$ cat src/rtl/sysid_info_regs_if.sv
// Avalon-MM style CSR bus bundle for the system-ID / build-info slave.
interface sysid_info_regs_if;
   logic [2:0]  address;
   logic        read;
   logic        write;
   logic [31:0] writedata;
   logic [31:0] readdata;
   logic        readdatavalid;

   modport master (
      output address, read, write, writedata,
      input  readdata, readdatavalid
   );

   modport slave (
      input  address, read, write, writedata,
      output readdata, readdatavalid
   );
endinterface

$ cat src/rtl/sysid_info_regs.sv
// System-ID / build-info CSR slave: build constants, scratch register,
// free-running uptime counter with a coherent LO/HI snapshot read path.
module sysid_info_regs #(
   parameter logic [31:0] ID_VALUE      = 32'h0000_0000,
   parameter logic [31:0] TIMESTAMP     = 32'h0000_0000,
   parameter logic [31:0] VERSION       = 32'h0001_0000,
   parameter logic [31:0] SCRATCH_RESET = 32'h0000_0000,
   parameter int          UPTIME_W      = 64
) (
   input  logic              clock,
   input  logic              reset_n,
   sysid_info_regs_if.slave  bus
);

   localparam logic [2:0] ADDR_ID      = 3'd0;
   localparam logic [2:0] ADDR_TS      = 3'd1;
   localparam logic [2:0] ADDR_VER     = 3'd2;
   localparam logic [2:0] ADDR_SCRATCH = 3'd3;
   localparam logic [2:0] ADDR_UP_LO   = 3'd4;
   localparam logic [2:0] ADDR_UP_HI   = 3'd5;
   localparam logic [2:0] ADDR_CTRL    = 3'd6;

   logic [31:0]         scratch;
   logic [UPTIME_W-1:0] uptime;
   logic [31:0]         hi_snap;
   logic                uptime_en;
   logic [31:0]         readdata_q;
   logic                readdatavalid_q;

   logic                rd_accept;
   logic                scratch_wr;
   logic                ctrl_wr;
   logic                uptime_clr;
   logic [63:0]         uptime_ext;
   logic [31:0]         uptime_hi;
   logic [31:0]         rd_mux;

   // A read that collides with a write is dropped; the write wins.
   assign rd_accept  = bus.read && !bus.write;
   assign scratch_wr = bus.write && (bus.address == ADDR_SCRATCH);
   assign ctrl_wr    = bus.write && (bus.address == ADDR_CTRL);
   assign uptime_clr = ctrl_wr && bus.writedata[1];

   // Zero-extend the counter so the upper word is well defined for any width 33..64.
   assign uptime_ext = 64'(uptime);
   assign uptime_hi  = uptime_ext[63:32];

   // Read data select, fully decoded over all eight word addresses.
   always_comb begin
      rd_mux = 32'h0;
      case (bus.address)
         ADDR_ID:      rd_mux = ID_VALUE;
         ADDR_TS:      rd_mux = TIMESTAMP;
         ADDR_VER:     rd_mux = VERSION;
         ADDR_SCRATCH: rd_mux = scratch;
         ADDR_UP_LO:   rd_mux = uptime_ext[31:0];
         ADDR_UP_HI:   rd_mux = hi_snap;
         ADDR_CTRL:    rd_mux = {31'h0, uptime_en};
         default:      rd_mux = 32'h0;
      endcase
   end

   // Registered read response; readdata holds between responses.
   always_ff @(posedge clock or negedge reset_n) begin
      if (!reset_n) begin
         readdata_q      <= 32'h0;
         readdatavalid_q <= 1'b0;
      end else begin
         readdatavalid_q <= rd_accept;
         if (rd_accept) begin
            readdata_q <= rd_mux;
         end
      end
   end

   // Scratch register and uptime enable.
   always_ff @(posedge clock or negedge reset_n) begin
      if (!reset_n) begin
         scratch   <= SCRATCH_RESET;
         uptime_en <= 1'b1;
      end else begin
         if (scratch_wr) begin
            scratch <= bus.writedata;
         end
         if (ctrl_wr) begin
            uptime_en <= bus.writedata[0];
         end
      end
   end

   // Uptime counter; a clear request beats the increment at the same edge.
   always_ff @(posedge clock or negedge reset_n) begin
      if (!reset_n) begin
         uptime <= '0;
      end else if (uptime_clr) begin
         uptime <= '0;
      end else if (uptime_en) begin
         uptime <= uptime + UPTIME_W'(1);
      end
   end

   // Upper-word snapshot, taken only when the low word is read.
   always_ff @(posedge clock or negedge reset_n) begin
      if (!reset_n) begin
         hi_snap <= 32'h0;
      end else if (rd_accept && (bus.address == ADDR_UP_LO)) begin
         hi_snap <= uptime_hi;
      end
   end

   assign bus.readdata      = readdata_q;
   assign bus.readdatavalid = readdatavalid_q;

endmodule

$ cat src/flat_wrapper.sv
// flat-port wrapper written by rule: the top's interface ports become plain ports
module sysid_info_regs_flat 
#(
   parameter logic [31:0] ID_VALUE      = 32'h0000_0000,
   parameter logic [31:0] TIMESTAMP     = 32'h0000_0000,
   parameter logic [31:0] VERSION       = 32'h0001_0000,
   parameter logic [31:0] SCRATCH_RESET = 32'h0000_0000,
   parameter int          UPTIME_W      = 64
)
  (clock, reset_n, bus_address, bus_read, bus_write, bus_writedata, bus_readdata, bus_readdatavalid);
  sysid_info_regs_if bus_i ();
  input  logic clock;
  input  logic reset_n;
  input wire logic [$bits(bus_i.address)-1:0] bus_address;
  input wire logic [$bits(bus_i.read)-1:0] bus_read;
  input wire logic [$bits(bus_i.write)-1:0] bus_write;
  input wire logic [$bits(bus_i.writedata)-1:0] bus_writedata;
  output wire logic [$bits(bus_i.readdata)-1:0] bus_readdata;
  output wire logic [$bits(bus_i.readdatavalid)-1:0] bus_readdatavalid;
  assign bus_i.address = bus_address;
  assign bus_i.read = bus_read;
  assign bus_i.write = bus_write;
  assign bus_i.writedata = bus_writedata;
  assign bus_readdata = bus_i.readdata;
  assign bus_readdatavalid = bus_i.readdatavalid;
  sysid_info_regs #(.ID_VALUE(ID_VALUE), .TIMESTAMP(TIMESTAMP), .VERSION(VERSION), .SCRATCH_RESET(SCRATCH_RESET), .UPTIME_W(UPTIME_W)) u_core (.clock(clock), .reset_n(reset_n), .bus(bus_i));
endmodule
$ cat config.mk
export PLATFORM = sky130hd
export DESIGN_NAME = sysid_info_regs_flat
export DESIGN_NICKNAME = d
export VERILOG_FILES = /design/src/rtl/sysid_info_regs_if.sv /design/src/rtl/sysid_info_regs.sv /design/src/flat_wrapper.sv
export SDC_FILE = /design/constraint.sdc
export NUM_CORES = 1
export LEC_CHECK = 0
export CAP_MARGIN = 20
export CORE_MARGIN = 5
export CORE_UTILIZATION = 40
export CTS_BUF_LIST = sky130_fd_sc_hd__clkbuf_4 sky130_fd_sc_hd__clkbuf_8 sky130_fd_sc_hd__clkbuf_16
export CTS_CLUSTER_DIAMETER = 100
export DETAILED_ROUTE_END_ITERATION = 16
export PLACE_DENSITY = 0.55
export RECOVER_POWER = 50
export SLEW_MARGIN = 20
export SYNTH_ARGS = -nofsm -noshare
export SYNTH_HDL_FRONTEND = slang
export SYNTH_SLANG_ARGS = --single-unit
$ cat constraint.sdc
create_clock -name clock -period 5.65 [get_ports clock]
set_input_delay 1.13 -clock clock [delete_from_list [all_inputs] [get_ports clock]]
set_output_delay 1.13 -clock clock [all_outputs]
set_load 0.005 [all_outputs]
==> flow_metrics.env <==
export IMPL_grt_util_all_layers_pct=18.9
export IMPL_floorplan_die_area_um2=21900
export IMPL_regArea_um2=4060
export IMPL_synthDistinctLibCells=46
export IMPL_ctsRootBufferMaster="sky130_fd_sc_hd__clkbuf_16"
export IMPL_arrival_ps=4860
export IMPL_synth_area_top_cells="sky130_fd_sc_hd__dfrtp_1 53%, sky130_fd_sc_hd__mux2_2 9.3%, sky130_fd_sc_hd__o21ai_0 4.2%"
export IMPL_synth_yosys_warnings=0
export IMPL_dominantRegCellSynth="sky130_fd_sc_hd__dfrtp_1"
export IMPL_synth_most_common_cell="sky130_fd_sc_hd__dfrtp_1"
export IMPL_synth_seq_cells=162
export IMPL_fp_coreArea_um2=18700
export IMPL_critical_path_startpoint_type="primary input"
export IMPL_r2r_cells=6
export IMPL_finalHoldViolations=0
export IMPL_r2r_setup_slack_ps=2350
export IMPL_global_route_usage_met3_pct=3.46
export IMPL_violations="capacitance limit, slew limit"
export IMPL_unrepaired_setup_endpoints_after_global_routing="no"
export IMPL_post_synth_fa_ha_maj_area_fraction_pct=0.165
export IMPL_crit_required_ps=5960
export IMPL_syn_area_um2=7600
export IMPL_endpoint="u_core.scratch[19]"
export IMPL_setup_viol=0
export IMPL_critical_path_reg2reg_startpoint="u_core.uptime[0]"
export IMPL_via_count=5892
export IMPL_number_of_fill_cells=1689
export IMPL_antenna_found_initial=0
export IMPL_post_route_min_period_ps=4550
export IMPL_timing_critical_path_from="bus_address[0]"
export IMPL_diodes=0
export IMPL_routedWlPerCell_um=19.6
export IMPL_cts_sinks=162
export IMPL_power_per_cell_area_nw_per_um2=311
export IMPL_grt_pass1_wl_mm=32.7
export IMPL_boundaryPins=72
export IMPL_number_of_nets_in_the_finished_design=811
export IMPL_postSynthCellCount=716
export IMPL_hold_path_class="flop to flop"
export IMPL_buffer_ports_inserted=71
export IMPL_area_fraction_in_compound_gates_after_synthesis_pct=14.5
export IMPL_final_setup_tns_ps=0
export IMPL_synth_xor_xnor_area_share_pct=3.00
export IMPL_synth_top_family_by_area="simple AND/OR/NAND/NOR gates"
export IMPL_overflow=0
export IMPL_cts_hold_buf=0
export IMPL_timing_rr_end="u_core.uptime[60]"
export IMPL_synth_largest_area_cell="sky130_fd_sc_hd__dfrtp_1"
export IMPL_cts_max_path_buffers=2
export IMPL_share_of_the_yosys_chip_area_belonging_to_registers_pct=53.3
export IMPL_htreeDepth=4
export IMPL_dp_hpwl_mm=13.9
export IMPL_tritoncts_num_buffers=17
export IMPL_critical_path_endpoint_type="flop"
export IMPL_maxCapViolations=3
export IMPL_number_of_global_route_vias_before_repair=5939
export IMPL_post_drt_via_cell_ratio=5.79
export IMPL_placed_cells_incl_taps=986
export IMPL_postRouteWirelength_mm=19.9
export IMPL_synth_simple_gate_area_share_pct=16.8
export IMPL_grt_max_degree=121
export IMPL_met1_track_usage_gr_pct=26.7
export IMPL_synth_mux_area_share_pct=9.47
export IMPL_chipHeight_um=148
export IMPL_timing_clock_skew_ps=7.81
export IMPL_result_of_the_run="complete, but fails checks"
export IMPL_areaGrowthSynthToFinish_pct=19.8
export IMPL_worstSkewPairLatency_ps=420
export IMPL_finish_utilization_pct=48.7
export IMPL_cts_tree="built"
export IMPL_ir_drop_worst_case_vdd_v=0.000192
export IMPL_post_synth_cell_area_avg_um2=10.6
export IMPL_critPathKind="primary input to flop"
export IMPL_async_reset_ff_share_pct=100
export IMPL_worst_setup_hold_path_clk_slew_ps=70
export IMPL_core_rowCount=50
export IMPL_report_final_slew_viol_count=195
export IMPL_cts_resized=0
export IMPL_grtUsageMet2_pct=29.5
export IMPL_final_layout_size_suffix_gt1_share_pct=14.9
export IMPL_slew_limit_headroom_pct=-101
export IMPL_static_leakage_nw=3.75
export IMPL_synth_top_cell_area_share_pct=53.0
export IMPL_multiInputGateArea_um2=3360
export IMPL_number_of_synthesized_flops_with_an_enable_pin=0
export IMPL_fin_worst_hold_slack_ps=469
export IMPL_count_of_placed_standard_cells_in_the_final_layout_fillers_left_out=1018
export IMPL_gp_congestion=0.841
export IMPL_peak_usage_layer_in_the_global_routing_report="met2"
export IMPL_fmax_ghz=0.220
export IMPL_first_pass_iters=4
export IMPL_worstHoldStart="u_core.bus.readdata[10]"
export IMPL_remaining_drc_errors=0
export IMPL_synth_top_cells_by_count="161 x sky130_fd_sc_hd__dfrtp_1, 64 x sky130_fd_sc_hd__o21ai_0, 63 x sky130_fd_sc_hd__mux2_2"
export IMPL_period_share_pct=80.6
export IMPL_antenna_violating_nets_post_route=0
export IMPL_worstPathMaxFanout=39
export IMPL_die_w_um=148
export IMPL_synth_nets=756
export IMPL_post_cts_repair_setup_buffers=0
export IMPL_max_slew_worst_pin_slew_ps=3010
export IMPL_floorplan_initialDensity_pct=40.6
export IMPL_dr_first_iter_drc_count=419
-- area by class of cell --
| cell class | count | share of cell area, % |
|---|---|---|
| sequential | 162 | 44.5 |
| multi-input combinational | 503 | 36.9 |
| timing repair buffer | 81 | 8.49 |
| clock buffer | 21 | 5.21 |
| tap | 234 | 3.21 |
| clock inverter | 11 | 1.40 |
| inverter | 6 | 0.247 |
-- worst max-delay path, cell delays in order --
cell and delay, ps:
sky130_fd_sc_hd__clkdlybuf4s50_1 450, sky130_fd_sc_hd__clkbuf_1 1370, sky130_fd_sc_hd__nand3_1 1040, sky130_fd_sc_hd__buf_4 530, sky130_fd_sc_hd__mux2_2 320
-- state kept, by name, indices dropped and copies added, names as in the netlist --
| signal | count |
|---|---|
| u_core.uptime | 64 |
| u_core.bus.readdata | 32 |
| u_core.hi_snap | 32 |
| u_core.scratch | 32 |
| u_core.bus.readdatavalid | 1 |
| u_core.uptime_en | 1 |
-- placed cells by master (no fill, tap or decap), types with 6 or more instances in the layout --
cell and count:
sky130_fd_sc_hd__nor3_1 9, sky130_fd_sc_hd__a22o_1 30, sky130_fd_sc_hd__or3_1 26, sky130_fd_sc_hd__inv_1 6, sky130_fd_sc_hd__xor2_1 9, sky130_fd_sc_hd__dfrtp_1 161, sky130_fd_sc_hd__nand4_1 26, sky130_fd_sc_hd__dlygate4sd3_1 14
sky130_fd_sc_hd__clkdlybuf4s50_1 56, sky130_fd_sc_hd__o21ai_0 63, sky130_fd_sc_hd__and4_1 6, sky130_fd_sc_hd__or4_1 9, sky130_fd_sc_hd__nand3_1 17, sky130_fd_sc_hd__mux2_2 63, sky130_fd_sc_hd__nand4b_1 6, sky130_fd_sc_hd__xnor2_1 17
sky130_fd_sc_hd__nor2_1 36, sky130_fd_sc_hd__nand2_1 62, sky130_fd_sc_hd__clkbuf_16 17, sky130_fd_sc_hd__nor4_1 15, sky130_fd_sc_hd__o31ai_1 8, sky130_fd_sc_hd__buf_4 8, sky130_fd_sc_hd__a21oi_1 39, sky130_fd_sc_hd__a22oi_1 31
-- metrics by stage --
stage | power, W | cell area (µm²) | setup WS (ps)
6_report | 0.00284 | 9110 | 1100
5_1_grt | 0.00296 | 9110 | 937
4_1_cts | 0.00287 | 9110 | 2020
3_5_place_dp | 0.00170 | 8510 | 1580
3_3_place_gp | 0.00169 | 8510 | 1700
2_1_floorplan | 0.00154 | 7600 | 2930
-- worst min-delay path by stage --
stage | endpoint | slack [ps] | cells after the start
global placement | u_core.bus.readdata[10] | 460 | 2
global route | u_core.bus.readdata[13] | 500 | 2
detailed placement | u_core.bus.readdata[17] | 470 | 2
CTS | u_core.bus.readdata[0] | 490 | 2
floorplan | u_core.hi_snap[15] | 450 | 2
finish | u_core.bus.readdata[10] | 470 | 2
-- cells by family (layout without fill, tap and decap cells) --
family	after synthesis	after routing
AOI/OAI and AO/OA	176	176
xor gates and xnor gates	26	26
buffers and inverters	51	119
and+or+nand+nor	236	236
DFF	162	162
muxes	64	64
adders and majority gates	1	1
-- routing by layer --
layer  vias up  share of wire (%)  wire length (µm)
li1       2763                  -                 -
met1      2965                 47              9370
met2       134                 47              9320
met3        30                4.3               854
met4         0                2.0               398
met5         -                  0                 0
-- power breakdown --
group	total, W	leakage [nW]	switching (W)	internal, W
sequential	0.00137	2.17	0.000106	0.00127
combinational	0.000303	1.29	0.000148	0.000155
clock	0.00116	0.289	0.000470	0.000693
total	0.00284	3.75	0.000725	0.00211
Note: power is estimated with default switching activity, not from simulation.
